**config.mk**
```make
export PLATFORM = sky130hd
export DESIGN_NAME = vga_tty_writer
export DESIGN_NICKNAME = d
export VERILOG_FILES = /design/src/rtl/vga_tty_pkg.sv /design/src/rtl/vga_tty_fifo.sv /design/src/rtl/vga_tty_writer.sv
export SDC_FILE = /design/constraint.sdc
export NUM_CORES = 1
export LEC_CHECK = 0
export ABC_AREA = 1
export CAP_MARGIN = 20
export CORE_ASPECT_RATIO = 0.5
export CORE_MARGIN = 2
export CORE_UTILIZATION = 47
export CTS_CLUSTER_SIZE = 40
export DETAILED_ROUTE_END_ITERATION = 7
export DONT_BUFFER_PORTS = 1
export PLACE_DENSITY = 0.73
export SYNTH_ARGS = -nofsm -noshare
export SYNTH_HDL_FRONTEND = slang
export SYNTH_SLANG_ARGS = --single-unit
```
**constraint.sdc**
```tcl
create_clock -name clk -period 7 [get_ports clk]
set_input_delay 2.1 -clock clk [delete_from_list [all_inputs] [get_ports clk]]
set_output_delay 2.1 -clock clk [all_outputs]
set_load 0.05 [all_outputs]
```
**src/rtl/vga_tty_pkg.sv**
```systemverilog
// Shared constants and FSM state type for the VGA tty writer.
// Optional CR/LF expansion is enabled by defining VGA_TTY_CRLF_EXPAND_EN.
package vga_tty_pkg;

  localparam logic ADDR_DATA   = 1'b0;
  localparam logic ADDR_STATUS = 1'b1;

  localparam int ST_EMPTY     = 0;
  localparam int ST_FULL      = 1;
  localparam int ST_OVERFLOW  = 2;
  localparam int ST_BUSY      = 3;
  localparam int ST_COUNT_LSB = 8;

  localparam logic [7:0] ASCII_CR = 8'h0D;
  localparam logic [7:0] ASCII_LF = 8'h0A;

`ifdef VGA_TTY_CRLF_EXPAND_EN
  typedef enum logic [1:0] {S_READY = 2'd0, S_GUARD = 2'd1, S_LF_PENDING = 2'd2} tty_state_e;
`else
  typedef enum logic [1:0] {S_READY = 2'd0, S_GUARD = 2'd1} tty_state_e;
`endif

endpackage

```
**src/rtl/vga_tty_fifo.sv**
```systemverilog
// Synchronous byte FIFO; a push while full is accepted only alongside a pop.
module vga_tty_fifo #(
  parameter int FIFO_DEPTH_LOG2 = 4
) (
  input  logic                     clk,
  input  logic                     reset,
  input  logic                     push,
  input  logic [7:0]               wdata,
  input  logic                     pop,
  output logic [7:0]               head,
  output logic                     full,
  output logic                     empty,
  output logic [FIFO_DEPTH_LOG2:0] count
);

  localparam int DEPTH = 1 << FIFO_DEPTH_LOG2;
  localparam logic [FIFO_DEPTH_LOG2:0]   DEPTH_CNT = {1'b1, {FIFO_DEPTH_LOG2{1'b0}}};
  localparam logic [FIFO_DEPTH_LOG2-1:0] PTR_ONE   = {{(FIFO_DEPTH_LOG2-1){1'b0}}, 1'b1};
  localparam logic [FIFO_DEPTH_LOG2:0]   CNT_ONE   = {{FIFO_DEPTH_LOG2{1'b0}}, 1'b1};

  logic [7:0]                 mem [DEPTH];
  logic [FIFO_DEPTH_LOG2-1:0] wr_ptr;
  logic [FIFO_DEPTH_LOG2-1:0] rd_ptr;
  logic                       do_push;
  logic                       do_pop;

  assign full    = (count == DEPTH_CNT);
  assign empty   = (count == '0);
  assign do_pop  = pop && !empty;
  assign do_push = push && (!full || do_pop);
  assign head    = mem[rd_ptr];

  always_ff @(posedge clk or posedge reset) begin
    if (reset) begin
      wr_ptr <= '0;
      rd_ptr <= '0;
      count  <= '0;
    end else begin
      if (do_push) wr_ptr <= wr_ptr + PTR_ONE;
      if (do_pop)  rd_ptr <= rd_ptr + PTR_ONE;
      if (do_push && !do_pop)      count <= count + CNT_ONE;
      else if (do_pop && !do_push) count <= count - CNT_ONE;
    end
  end

  // Storage needs no reset: pointers and count define what is valid.
  always_ff @(posedge clk) begin
    if (do_push) mem[wr_ptr] <= wdata;
  end

endmodule

```
**src/rtl/vga_tty_writer.sv**
```systemverilog
// MMIO-fed tty producer: queues DATA bytes and strobes them into the console when not busy.
// Defining VGA_TTY_CRLF_EXPAND_EN sends each LF as CR then LF.
// Handshake: a tty_write pulse is issued only on an edge where tty_busy is low; after every
// pulse one GUARD cycle lets the console raise tty_busy before the next byte is considered.
module vga_tty_writer
  import vga_tty_pkg::*;
#(
  parameter int FIFO_DEPTH_LOG2 = 4
) (
  input  logic        clk,
  input  logic        reset,
  input  logic        bus_addr,
  input  logic        bus_write,
  input  logic        bus_read,
  input  logic [31:0] bus_wdata,
  output logic [31:0] bus_rdata,
  output logic        tty_write,
  output logic [7:0]  tty_data,
  input  logic        tty_busy,
  output logic [1:0]  fsm_state
);

  tty_state_e                state;
  tty_state_e                state_next;
  logic                      tty_write_next;
  logic [7:0]                tty_data_next;
  logic                      push;
  logic                      pop;
  logic                      full;
  logic                      empty;
  logic [7:0]                head;
  logic [FIFO_DEPTH_LOG2:0]  count;
  logic                      overflow;
  logic [31:0]               status;
  logic                      unused_wdata;
`ifdef VGA_TTY_CRLF_EXPAND_EN
  logic                      lf_owed;
  logic                      lf_owed_next;
`endif

  assign push         = bus_write && (bus_addr == ADDR_DATA);
  assign pop          = (state == S_READY) && !empty && !tty_busy;
  assign fsm_state    = state;
  assign unused_wdata = ^bus_wdata[31:8];

  vga_tty_fifo #(.FIFO_DEPTH_LOG2(FIFO_DEPTH_LOG2)) u_fifo (
    .clk   (clk),
    .reset (reset),
    .push  (push),
    .wdata (bus_wdata[7:0]),
    .pop   (pop),
    .head  (head),
    .full  (full),
    .empty (empty),
    .count (count)
  );

  always_ff @(posedge clk or posedge reset) begin
    if (reset) begin
      state     <= S_READY;
      tty_write <= 1'b0;
      tty_data  <= 8'h00;
`ifdef VGA_TTY_CRLF_EXPAND_EN
      lf_owed   <= 1'b0;
`endif
    end else begin
      state     <= state_next;
      tty_write <= tty_write_next;
      tty_data  <= tty_data_next;
`ifdef VGA_TTY_CRLF_EXPAND_EN
      lf_owed   <= lf_owed_next;
`endif
    end
  end

  always_comb begin
    state_next = state;
    case (state)
      S_READY: if (pop) state_next = S_GUARD;
`ifdef VGA_TTY_CRLF_EXPAND_EN
      S_GUARD:      state_next = lf_owed ? S_LF_PENDING : S_READY;
      S_LF_PENDING: if (!tty_busy) state_next = S_GUARD;
`else
      S_GUARD:      state_next = S_READY;
`endif
      default:      state_next = S_READY;
    endcase
  end

  always_comb begin
    tty_write_next = 1'b0;
    tty_data_next  = tty_data;
`ifdef VGA_TTY_CRLF_EXPAND_EN
    lf_owed_next   = lf_owed;
`endif
    case (state)
      S_READY: begin
        if (pop) begin
          tty_write_next = 1'b1;
          tty_data_next  = head;
`ifdef VGA_TTY_CRLF_EXPAND_EN
          // The LF leaves the FIFO now; only the owed flag remembers it.
          if (head == ASCII_LF) begin
            tty_data_next = ASCII_CR;
            lf_owed_next  = 1'b1;
          end
`endif
        end
      end
`ifdef VGA_TTY_CRLF_EXPAND_EN
      S_LF_PENDING: begin
        if (!tty_busy) begin
          tty_write_next = 1'b1;
          tty_data_next  = ASCII_LF;
          lf_owed_next   = 1'b0;
        end
      end
`endif
      default: ;
    endcase
  end

  always_comb begin
    status                                       = '0;
    status[ST_EMPTY]                             = empty;
    status[ST_FULL]                              = full;
    status[ST_OVERFLOW]                          = overflow;
    status[ST_BUSY]                              = tty_busy;
    status[ST_COUNT_LSB +: FIFO_DEPTH_LOG2 + 1]  = count;
  end

  // A drop in the same cycle as a clear wins, so no lost byte goes unreported.
  always_ff @(posedge clk or posedge reset) begin
    if (reset) begin
      overflow  <= 1'b0;
      bus_rdata <= '0;
    end else begin
      if (bus_write && (bus_addr == ADDR_STATUS) && bus_wdata[ST_OVERFLOW]) overflow <= 1'b0;
      if (push && full && !pop) overflow <= 1'b1;
      if (bus_read) bus_rdata <= (bus_addr == ADDR_STATUS) ? status : 32'h0;
    end
  end

endmodule

```
==> impl_summary.txt, run 1 <==
----------------------------------------------------
[Setup path]
  Origin of the worst setup path ... tty_busy
  Path type of the worst setup path ... in2reg
  Crit path capture ... u_fifo.count[4]$_DFFE_PP0P_
  Largest delay contributor family on the critical path ... simple AND/OR/NAND/NOR gates
  Largest stage delay, worst path ... 0.53 ns
  Depth of the worst register-to-register path ... 14
  Minimum setup slack among reg-to-reg paths ... 3.69 ns
  Endpoint type of the worst setup path ... register
  Sequence of cells on the critical path ... nor2_1 -> nor2_1 -> nand2_1 -> nand2_1 -> inv_1 -> ha_1 -> inv_1 -> ha_1 -> a21oi_1 -> o21ai_0 -> a21oi_1 -> o21ai_0 -> nand2_1 -> nand2_1
  Critical-path top delay cell ... nand2_1
  Critical path arrival ... 4.55 ns
  Most frequent cell on the critical path ... nand2_1
  Count of buffer and inverter cells on the critical path ... 2
  Worst reg2reg path endpoint ... u_fifo.count[4]$_DFFE_PP0P_
  Maximum fanout count along the critical path ... 20
  Startpoint type of the worst setup path ... primary input
  Critical register-to-register path startpoint ... fsm_state[0]$_DFFE_PP0P_
  Required time of the worst setup path ... 7.31 ns
  CP Depth ... 14

[Routing]
  Residual DRC ... 0
  Detailed Routing Iterations Pass 1 ... 5
  Ratio of routed vias to standard cells ... 5.052
  Detail-routed net length per standard cell ... 15.88 µm
  Total Wirelength ... 15,090 µm
  Post-detailed-route count of antenna-violating nets ... 0
  Total via count after detailed routing ... 4,799
  DRC violation total after the first TritonRoute iteration ... 441

[Min path]
  Worst Hold Class ... reg2reg

[Clock network]
  H-tree depth reported by CTS ... 4
  Post-CTS Hold Fix Bufs ... 0
  Clock tree from TritonCTS ... done
  Worst-Skew Late Latency ... 0.42 ns
  Number of clock sinks seen by CTS ... 161
  Setup Fix Bufs, Post-CTS ... 0
  Clock-pin transition on the worst setup and hold timing paths ... 0.06 ns
  CTS resizes ... 0
  TritonCTS buffer count ... 17
  Maximum root-to-sink buffer count ... 2
  Clock Tree Root ... clkbuf_16

[Power]
  Overall Power ... 3.224 mW
  Power per unit of standard cell area ... 405.5 nW/µm²
  Worst vdd rail ir drop ... 196.3 µV
  Leakage dissipation ... 3.501 nW
  Internal power contribution ... 1.966 mW
  Fraction of power spent switching nets ... 0.3903
  Switching power ... 1.258 mW
  Power share of the clock group ... 0.285
  Fraction of power consumed by combinational cells ... 0.296
  Sequential group share of total power ... 0.420

[STA]
  Normalized max-slew margin ... 0.4465
  Share of the clock period used by the worst path after layout ... 0.6055
  Slew @ Worst Pin ... 0.8272 ns
  Final Hold Vio Count ... 0
  Count of final setup violators ... 0
  Setup TNS after final layout ... 0 ns
  Minimum period implied by the final worst setup slack ... 4.239 ns
  Number of max-slew violations in the final report ... 0
  Largest clock skew in the final design ... 0.01350 ns
  RSZ-0062 raised after global routing ... false
  Max Freq ... 235.9 MHz

[Run]
  Max-Cap Viols ... 0

[Finish]
  Net count reported at finish ... 782
  Proportion of layout cells with a drive suffix above 1 ... 0.05496
  Highest-count cells in the layout ignoring fill and taps ... 229 x nand2_1, 128 x edfxtp_1, 120 x inv_1
  Relative area change from synthesis to final layout ... 8.299%
  Most common library cell in the layout ignoring fill and taps ... nand2_1
  Antenna cells ... 0

[Floorplanning]
  Die X-Extent ... 180.8 µm
  Vertical die dimension ... 92.38 µm
  Area of the die ... 16,700 µm²
  Number of standard-cell rows in the floorplan ... 32
  Starting density of the core ... 0.4788
  Core Region ... 15,330 µm²
  Io pins ... 81

[GRT]
  Global-route total usage across every layer ... 0.1902
  Pin count of the biggest net entering global routing ... 68
  Number of global-route vias before repair ... 4,542
  First-pass GRT wire length ... 23,830 µm
  Remaining global-route overflow ... 0
  Initial antenna violation count ... 1

[Placement]
  Count of port buffers added during placement ... 0
  Detail Placement HPWL ... 8964 µm
  Routability cong. ... 0.8072

[Synthesis]
  Mean cell area of the mapped netlist ... 9.882 µm²
  Sequential share of the synthesized area ... 0.6360
  Number of distinct library cell variants in the gate-level netlist after synthesis ... 25
  Flops & latches, synth ... 161
  Library cell occupying the most area in the post-synthesis netlist ... edfxtp_1
  Number of instances in the synthesized netlist ... 743
  Total of warnings raised by yosys ... 0
  Netlist Area Pre-Place ... 7342 µm²
  Share of Yosys cell area claimed by the top area cell type ... 0.5235
  Largest cells by area after synthesis ... edfxtp_1 52%, nand2_1 12%, dfrtp_1 11%

[Status]
  Status ... finished clean

----------------------------------------------------
## per-stage QoR
| stage | std cells | utilization | hold slack [ns] | instance area (µm²) | setup slack [ns] |
|---|---|---|---|---|---|
| final | 950 | 0.5185 | 0.4869 | 7951 | 2.761 |
| after global routing | 950 | 0.5185 | 0.5424 | 7951 | 2.466 |
| after CTS | 950 | 0.5185 | 0.4893 | 7951 | 2.792 |
| after detailed placement | 918 | 0.4795 | 0.4714 | 7353 | 2.364 |
| after global placement | 917 | 0.4782 | 0.4646 | 7333 | 2.454 |
| after floorplan | 766 | - | 0.4419 | 7428 | 3.154 |
## worst min-delay path, cell delays in order, from the launching register on
cell	delay [ns]
dfrtp_1	0.35
nand2_1	0.06
nand2_1	0.05
## power by group through the flow
stage                     Sequential, mW  Clock [mW]  Combinational (mW)
after detailed placement            1.37           0               0.938
final                               1.35       0.918               0.953
after global routing                1.37       0.962                1.06
after global placement              1.37           0               0.900
after CTS                           1.35       0.918               0.947
after floorplan                     1.33           0               0.769
## logic make-up after synthesis
group | after synthesis | share of synthesized area
AND/OR/NAND/NOR | 356 | 0.2002
buffers and inverters | 182 | 0.1154
AO/OA/AOI/OAI | 24 | 0.01858
other | 1 | 0.0005108
flip-flops | 161 | 0.6360
XOR/XNOR | 8 | 0.009544
adder cells (fa/ha/maj) | 11 | 0.01977
## registers in the layout, summed over array words and instances (netlist names)
name / flops
tty_write: 1
overflow: 1
u_fifo.wr_ptr: 4
u_fifo.mem: 128
u_fifo.rd_ptr: 4
bus_rdata: 9
fsm_state: 1
tty_data: 8
u_fifo.count: 5
## layer usage
layer	vias up	global-route usage	wire, µm
met4	0	0.09274	344
met3	24	0.04050	1065
met5	-	0	0
li1	2294	-	-
met2	216	0.3112	7320
met1	2265	0.2441	6357
## worst min path at each step
| stage | to | cells past startpoint | start |
|---|---|---|---|
| CTS | u_fifo.count[4]$_DFFE_PP0P_ | 2 | u_fifo.count[4]$_DFFE_PP0P_ |
| finish | u_fifo.count[4]$_DFFE_PP0P_ | 2 | u_fifo.count[4]$_DFFE_PP0P_ |
| floorplan | u_fifo.count[4]$_DFFE_PP0P_ | 2 | u_fifo.count[4]$_DFFE_PP0P_ |
| detailed placement | u_fifo.count[4]$_DFFE_PP0P_ | 2 | u_fifo.count[4]$_DFFE_PP0P_ |
| global placement | u_fifo.count[4]$_DFFE_PP0P_ | 2 | u_fifo.count[4]$_DFFE_PP0P_ |
| global route | overflow$_DFFE_PP0P_ | 2 | overflow$_DFFE_PP0P_ |
## area by class of cell
class | instances | area, µm²
clock buffer | 24 | 534.3
fill | 1272 | 7383
sequential | 161 | 4671
inverter | 126 | 473.0
multi-input combinational | 423 | 1912
tap | 204 | 255.2
timing repair buffer | 4 | 42.54
clock inverter | 8 | 63.81
## Yosys cell counts
library cell  number
nand2_1          229
edfxtp_1         128
inv_1            120
nand3_1          103
dfrtp_1           33
buf_4             32
nor2_1            22
buf_2             17
o21ai_0           12
ha_1              10
o22ai_1            6
xor2_1             5
clkbuf_1           4
inv_2              4
a21oi_1            3
buf_6              3
xnor2_1            3
clkinv_1           2
conb_1             1
fa_1               1
nand2_2            1
nand4_1            1
o211ai_1           1
o31ai_1            1
o32ai_1            1
(Power assumes the default switching activity.)
==> run 2, diff against run 1 <==
==> constraint.sdc (replaced) <==
create_clock -name clk -period 4 [get_ports clk]
set_input_delay 1.2 -clock clk [delete_from_list [all_inputs] [get_ports clk]]
set_output_delay 1.2 -clock clk [all_outputs]
set_load 0.05 [all_outputs]
==> run 2 against run 1 <==
  * Routed wire length down 2.6%
  * Clock skew shrank 0.0046 ns
  * Utilization up 0.21 points
  * Via count shrank 1.6%
  * Power grew 77%
  * Design area rose by 0.41%
  * Register-to-register slack lost 2.4 ns
  * First-iteration DRC count shrank 16%
  * Sequential share of layout area down 0.24 points
  * Worst setup slack got worse by 1.6 ns
  * Critical endpoint unchanged
  * Highest routed layer unchanged
==> impl_summary.txt, run 2 (synthesis results as in run 1) <==
----------------------------------------------------
[Finish]
  Most common library cell in the layout ignoring fill and taps ... nand2_1
  Seq. cell area ... 4671 µm² (unchanged)
  Largest register by flop count ... u_fifo.mem
  Relative area change from synthesis to final layout ... 8.742%
  Registers with the most flip-flops ... u_fifo.mem: 128 flops, bus_rdata: 9 flops, tty_data: 8 flops
  Number of non-filler instances in the completed layout ... 951 (+0.11%)
  Footprint of the multi-input gates ... 1912 µm² (unchanged)
  Net count reported at finish ... 783 (+0.13%)
  Highest-count cells in the layout ignoring fill and taps ... 229 x nand2_1, 128 x edfxtp_1, 120 x inv_1
  Proportion of layout cells with a drive suffix above 1 ... 0.05622 (+0.001265)
  Number of flip-flops under the largest register name ... 128 (unchanged)
  Count of filler cells inserted in the layout ... 1,290 (+1.4%)
  Antenna cells ... 0 (unchanged)

[Floorplanning]
  Core Region ... 15,330 µm² (unchanged)
  Starting density of the core ... 0.4788 (unchanged)
  Number of standard-cell rows in the floorplan ... 32 (unchanged)
  Vertical die dimension ... 92.38 µm (unchanged)
  Die X-Extent ... 180.8 µm (unchanged)
  Area of the die ... 16,700 µm² (unchanged)
  Io pins ... 81 (unchanged)

[Min path]
  Worst Hold Class ... reg2reg
  Startpoint of the lowest-slack hold path ... u_fifo.count[4]$_DFFE_PP0P_
  Hold path cells ... 2 (unchanged)
  Destination of the worst hold path ... u_fifo.count[4]$_DFFE_PP0P_

[GRT]
  Number of global-route vias before repair ... 4,486 (-1.2%)
  Pin count of the biggest net entering global routing ... 67 (-1.5%)
  Initial antenna violation count ... 0 (-1)
  Global-route total usage across every layer ... 0.1856 (-0.004617)
  Remaining global-route overflow ... 0 (unchanged)
  First-pass GRT wire length ... 23,260 µm (-2.4%)

[Power]
  Worst vdd rail ir drop ... 343.9 µV (+75%)
  Leakage dissipation ... 3.507 nW (+0.18%)
  Power per unit of standard cell area ... 715.5 nW/µm² (+76%)

[Routing]
  Residual DRC ... 0 (unchanged)
  Detail-routed net length per standard cell ... 15.46 µm (-2.7%)
  Highest routed metal layer ... met4
  Routed length on met1 ... 6314 µm (-0.68%)
  Total Wirelength ... 14,700 µm (-2.6%)
  Detailed Routing Iterations Pass 1 ... 5 (unchanged)
  Detailed-routed wire length on met3 ... 1069 µm (+0.38%)
  Routed length on met2 ... 6883 µm (-6.0%)
  Ratio of routed vias to standard cells ... 4.965 (-1.7%)
  DRC violation total after the first TritonRoute iteration ... 369 (-16%)
  Post-detailed-route count of antenna-violating nets ... 0 (unchanged)
  Total via count after detailed routing ... 4,722 (-1.6%)

[Setup path]
  Endpoint type of the worst setup path ... register
  Critical path arrival ... 3.11 ns (-1.44 ns)
  Maximum fanout count along the critical path ... 7 (-65%)
  Worst reg2reg path endpoint ... u_fifo.count[4]$_DFFE_PP0P_
  Depth of the worst register-to-register path ... 14 (unchanged)
  Required time of the worst setup path ... 4.32 ns (-2.99 ns)
  Minimum setup slack among reg-to-reg paths ... 1.27 ns (-2.42 ns)
  Path type of the worst setup path ... in2reg
  Critical register-to-register path startpoint ... fsm_state[0]$_DFFE_PP0P_
  Startpoint type of the worst setup path ... primary input

[Clock network]
  H-tree depth reported by CTS ... 4 (unchanged)
  Clock-pin transition on the worst setup and hold timing paths ... 0.07 ns (about the same)
  Post-CTS Hold Fix Bufs ... 0 (unchanged)
  CTS resizes ... 0 (unchanged)
  Number of clock sinks seen by CTS ... 161 (unchanged)
  Clock Tree Root ... clkbuf_16
  TritonCTS buffer count ... 17 (unchanged)
  Worst-Skew Late Latency ... 0.43 ns (about the same)
  Maximum root-to-sink buffer count ... 2 (unchanged)
  Setup Fix Bufs, Post-CTS ... 0 (unchanged)
  Clock tree from TritonCTS ... done

[STA]
  Max Freq ... 357.9 MHz
  Largest clock skew in the final design ... 0.008856 ns (-0.004646 ns)
  Slew @ Worst Pin ... 0.8993 ns (+0.07215 ns)
  Final Hold Vio Count ... 0 (unchanged)
  RSZ-0062 raised after global routing ... false
  Share of the clock period used by the worst path after layout ... 0.6984
  Minimum period implied by the final worst setup slack ... 2.794 ns
  Setup TNS after final layout ... 0 ns (unchanged)
  Number of max-slew violations in the final report ... 0 (unchanged)
  Normalized max-slew margin ... 0.3982 (-0.04828)
  Count of final setup violators ... 0 (unchanged)

[Placement]
  Count of port buffers added during placement ... 0 (unchanged)
  Placed Instances ... 918 (unchanged)
  Routability cong. ... 0.8120 (+0.59%)
  Detail Placement HPWL ... 8759 µm (-2.3%)

[Status]
  Status ... finished clean

[Run]
  Max-Cap Viols ... 0 (unchanged)

----------------------------------------------------
-- run 2: changes by cell type in the layout (fill, tap and decap cells not counted) --
| cell | before | now |
|---|---|---|
| clkinvlp_4 | 1 | 3 |
| clkinv_4 | 3 | 2 |
| clkinv_2 | 0 | 1 |
| clkbuf_8 | 4 | 3 |
| inv_4 | 2 | 0 |
| bufinv_16 | 0 | 3 |
| buf_4 | 3 | 4 |
| clkbuf_16 | 19 | 17 |
-- run 2: worst max-delay path, stage by stage --
cell     delay (ns)
nor2_1         0.14
nor2_1         0.07
nand2_1        0.09
nand2_1        0.07
inv_1          0.12
ha_1           0.20
inv_1          0.13
ha_1           0.35
a21oi_1        0.17
o21ai_0        0.16
a21oi_1        0.19
o21ai_0        0.12
nand2_1        0.07
nand2_1        0.05
-- run 2: per-layer routing --
metal / global-route usage / vias up
met3: 0.03657 / 35
met5: 0 / -
li1: - / 2300
met4: 0.09543 / 0
met2: 0.3023 / 182
met1: 0.2394 / 2205
-- run 2: layout make-up --
cell class | instances | share of cell area
Clock buffer | 21 | 0.05892
Clock inverter | 11 | 0.01912
Inverter | 126 | 0.05924
Multi-Input combinational cell | 423 | 0.2395
Sequential cell | 161 | 0.5850
Tap cell | 204 | 0.03197
Timing Repair Buffer | 5 | 0.006269
-- run 2: worst max path at each step --
| stage | depth (start not counted) | end | from |
|---|---|---|---|
| after global placement | 14 | u_fifo.count[4]$_DFFE_PP0P_ | tty_busy |
| after floorplan | 12 | u_fifo.count[4]$_DFFE_PP0P_ | tty_busy |
| final | 14 | u_fifo.count[4]$_DFFE_PP0P_ | tty_busy |
| after CTS | 14 | u_fifo.count[4]$_DFFE_PP0P_ | tty_busy |
| after global routing | 14 | u_fifo.count[4]$_DFFE_PP0P_ | tty_busy |
| after detailed placement | 14 | u_fifo.count[4]$_DFFE_PP0P_ | tty_busy |
-- run 2: through the flow --
| step | util | area (µm²) | total power, mW | hold WS, ns | worst slack (ns) |
|---|---|---|---|---|---|
| floorplan | - | 7428 | 3.672 | 0.4419 | 1.054 |
| global placement | 0.4787 | 7341 | 3.963 | 0.4629 | 0.8800 |
| detailed placement | 0.4787 | 7341 | 4.007 | 0.4671 | 0.8216 |
| CTS | 0.5193 | 7964 | 5.701 | 0.4841 | 1.244 |
| global route | 0.5206 | 7984 | 6.024 | 0.5055 | 1.022 |
| finish | 0.5206 | 7984 | 5.713 | 0.4804 | 1.206 |
-- run 2: report_power, final --
part	leakage, nW	switching (mW)	total (mW)	internal (mW)
registers	1.57	0.377	2.38	2.00
logic	1.64	1.14	1.63	0.496
clock network	0.296	0.665	1.70	1.04
==> run 3, diff against run 2 <==
--- a/config.mk
+++ b/config.mk
@@ -13,7 +13,7 @@
 export CTS_CLUSTER_SIZE = 40
 export DETAILED_ROUTE_END_ITERATION = 7
 export DONT_BUFFER_PORTS = 1
-export PLACE_DENSITY = 0.73
+export PLACE_DENSITY = 0.75
 export SYNTH_ARGS = -nofsm -noshare
 export SYNTH_HDL_FRONTEND = slang
 export SYNTH_SLANG_ARGS = --single-unit
==> constraint.sdc (replaced) <==
create_clock -name clk -period 2.4 [get_ports clk]
set_input_delay 0.72 -clock clk [delete_from_list [all_inputs] [get_ports clk]]
set_output_delay 0.72 -clock clk [all_outputs]
set_load 0.05 [all_outputs]
==> run 3 against run 2 <==
  * Count of clock-buffer cells in the layout shrank 2
  * Die area did not move
  * Sequential share of layout area fell by 1.8 points
  * Critical path depth grew 1
  * Worst hold slack got worse by 0.23 ns
  * Final cell count rose by 3.9%
  * Routed wire length grew 5.6%
  * Global-route usage up 0.69 points
  * Sequential cell count stayed put
  * Register-to-register slack got worse by 1.1 ns
==> impl_summary.txt, run 3 (synthesis results as in run 1) <==
----------------------------------------------------
[Power]
  Switching power ... 3.772 mW (+73%)
  Sequential group share of total power ... 0.405 (-0.011)
  Internal power contribution ... 5.838 mW (+65%)
  Leakage dissipation ... 3.692 nW (+5.3%)
  Power share of the clock group ... 0.277 (-0.021)
  Power per unit of standard cell area ... 1167 nW/µm² (+63%)
  Worst vdd rail ir drop ... 586.9 µV (+71%)
  Fraction of power consumed by combinational cells ... 0.318 (+0.032)
  Overall Power ... 9.610 mW (+68%)
  Fraction of power spent switching nets ... 0.3925 (+0.01087)

[Floorplanning]
  Area of the die ... 16,700 µm² (unchanged)
  Vertical die dimension ... 92.38 µm (unchanged)
  Starting density of the core ... 0.4788 (unchanged)
  Core Region ... 15,330 µm² (unchanged)
  Number of standard-cell rows in the floorplan ... 32 (unchanged)
  Die X-Extent ... 180.8 µm (unchanged)
  Io pins ... 81 (unchanged)

[STA]
  Slew @ Worst Pin ... 0.7218 ns (-0.1775 ns)
  Count of final setup violators ... 0 (unchanged)
  Minimum period implied by the final worst setup slack ... 2.265 ns
  Setup slack after layout ... 0.1352 ns (-1.071 ns)
  Largest clock skew in the final design ... 0.01411 ns (+0.005254 ns)
  Share of the clock period used by the worst path after layout ... 0.9437
  Max Freq ... 441.5 MHz
  Normalized max-slew margin ... 0.5188 (+0.1206)
  Setup TNS after final layout ... 0 ns (unchanged)
  Number of max-slew violations in the final report ... 0 (unchanged)
  Worst slack on hold paths ... 0.2539 ns (-0.2265 ns)
  Final Hold Vio Count ... 0 (unchanged)

[Setup path]
  Minimum setup slack among reg-to-reg paths ... 0.14 ns (-1.13 ns)
  Critical path arrival ... 2.58 ns (-0.53 ns)
  Depth of the worst register-to-register path ... 15 (+1)
  Required time of the worst setup path ... 2.72 ns (-1.60 ns)
  Path type of the worst setup path ... reg2reg
  Worst reg2reg path endpoint ... u_fifo.count[4]$_DFFE_PP0P_
  Startpoint type of the worst setup path ... register
  Critical register-to-register path startpoint ... u_fifo.count[1]$_DFFE_PP0P_
  Endpoint type of the worst setup path ... register
  Maximum fanout count along the critical path ... 4 (-3)

[Routing]
  Post-detailed-route count of antenna-violating nets ... 0 (unchanged)
  Ratio of routed vias to standard cells ... 5.110 (+2.9%)
  Total Wirelength ... 15,530 µm (+5.6%)
  Total via count after detailed routing ... 5,049 (+6.9%)
  DRC violation total after the first TritonRoute iteration ... 383 (+3.8%)
  Detail-routed net length per standard cell ... 15.72 µm (+1.7%)
  Detailed Routing Iterations Pass 1 ... 5 (unchanged)
  Residual DRC ... 0 (unchanged)

[GRT]
  First-pass GRT wire length ... 24,510 µm (+5.4%)
  Pin count of the biggest net entering global routing ... 67 (unchanged)
  Global-route total usage across every layer ... 0.1925 (+0.006931)
  Initial antenna violation count ... 0 (unchanged)
  Remaining global-route overflow ... 0 (unchanged)
  Number of global-route vias before repair ... 4,932 (+9.9%)

[Min path]
  Worst Hold Class ... in2async

[Clock network]
  TritonCTS buffer count ... 17 (unchanged)
  Clock tree from TritonCTS ... done
  H-tree depth reported by CTS ... 4 (unchanged)
  Clock Tree Root ... clkbuf_16
  Maximum root-to-sink buffer count ... 2 (unchanged)
  Number of clock sinks seen by CTS ... 161 (unchanged)
  Post-CTS Hold Fix Bufs ... 0 (unchanged)
  Worst-Skew Late Latency ... 0.43 ns (about the same)
  Clock-pin transition on the worst setup and hold timing paths ... 0.07 ns (about the same)

[Finish]
  Number of flip-flops under the largest register name ... 128 (unchanged)
  Registers with the most flip-flops ... u_fifo.mem: 128 flops, bus_rdata: 9 flops, tty_data: 8 flops
  Most common library cell in the layout ignoring fill and taps ... nand2_1
  Proportion of layout cells with a drive suffix above 1 ... 0.1084 (+0.05219)
  Largest register by flop count ... u_fifo.mem
  Net count reported at finish ... 820 (+4.7%)
  Area of all placed cells without fillers ... 8232 µm² (+3.1%)
  Antenna cells ... 0 (unchanged)
  Relative area change from synthesis to final layout ... 12.12%
  Highest-count cells in the layout ignoring fill and taps ... 229 x nand2_1, 128 x edfxtp_1, 119 x inv_1

[Placement]
  Detail Placement HPWL ... 9249 µm (+5.6%)
  Instance area at placement ... 7621 µm² (+3.8%)
  Count of port buffers added during placement ... 0 (unchanged)
  Routability cong. ... 0.8318 (+2.4%)
  Setup WS pre-CTS ... -0.06496 ns (-0.8866 ns)

[Status]
  Status ... finished clean

[Run]
  Max-Cap Viols ... 0 (unchanged)

----------------------------------------------------
## run 3: changes by cell type in the layout (fill, tap and decap cells not counted), sizes merged
| cell | delta |
|---|---|
| clkinvlp | -3 |
| buf | +37 |
| inv | +5 |
| clkinv | +2 |
| bufinv | -2 |
| clkbuf | -2 |
## run 3: how the worst max path moves through the flow
stage                                           start                           to  slack, ns  cells past startpoint
after floorplan                              tty_busy  u_fifo.count[4]$_DFFE_PP0P_      0.007                     14
after global placement                       tty_busy  u_fifo.count[4]$_DFFE_PP0P_      -0.02                     14
after detailed placement                     tty_busy  u_fifo.count[4]$_DFFE_PP0P_      -0.06                     14
after CTS                 u_fifo.count[0]$_DFFE_PP0P_  u_fifo.count[4]$_DFFE_PP0P_       0.08                     13
after global routing      u_fifo.count[2]$_DFFE_PP0P_  u_fifo.count[4]$_DFFE_PP0P_      -0.04                     15
final                     u_fifo.count[1]$_DFFE_PP0P_  u_fifo.count[4]$_DFFE_PP0P_       0.14                     15
## run 3: layout make-up
type	count	area [µm²]
Multi-Input combinational cell	423	1928
Clock buffer	19	454.2
Tap cell	204	255.2
Timing Repair Buffer	42	327.8
Sequential cell	161	4671
Clock inverter	13	122.6
Inverter	126	473.0
Fill cell	1234	7103
## run 3: through the flow
stage,util,cells
2_1_floorplan,-,766
3_3_place_gp,0.4970,953
3_5_place_dp,0.4970,953
4_1_cts,0.5346,985
5_1_grt,0.5368,988
6_report,0.5368,988
## run 3: power by group through the flow
stage / Sequential, mW / Clock [mW] / Combinational [mW]
6_report: 3.89 / 2.66 / 3.06
5_1_grt: 3.92 / 2.77 / 3.39
4_1_cts: 3.90 / 2.66 / 2.95
3_5_place_dp: 3.95 / 0 / 2.90
3_3_place_gp: 3.94 / 0 / 2.80
2_1_floorplan: 3.88 / 0 / 2.25
## run 3: layer usage
layer / global-route usage / vias up / share of wire
met5: 0 / - / 0
met4: 0.09409 / 0 / 0.024
met3: 0.04955 / 27 / 0.072
met2: 0.3216 / 233 / 0.49
met1: 0.2358 / 2412 / 0.41
li1: - / 2377 / -
## run 3: timing repair
| item | in CTS | in global routing |
|---|---|---|
| buffers inserted | 0 | 3 |
| gates resized for setup | 0 | 5 |
| setup endpoints to repair | 0 | 1 |
## run 3: critical path: stages (launching register included)
cell	delay (ns)
dfrtp_1	0.39
inv_1	0.08
nand4_1	0.09
inv_1	0.07
nand2_1	0.09
nand2_1	0.09
inv_1	0.08
ha_2	0.20
inv_2	0.06
ha_1	0.33
nand2_1	0.09
o21ai_2	0.19
a21oi_2	0.09
buf_4	0.13
o211ai_1	0.08
nand2_1	0.07
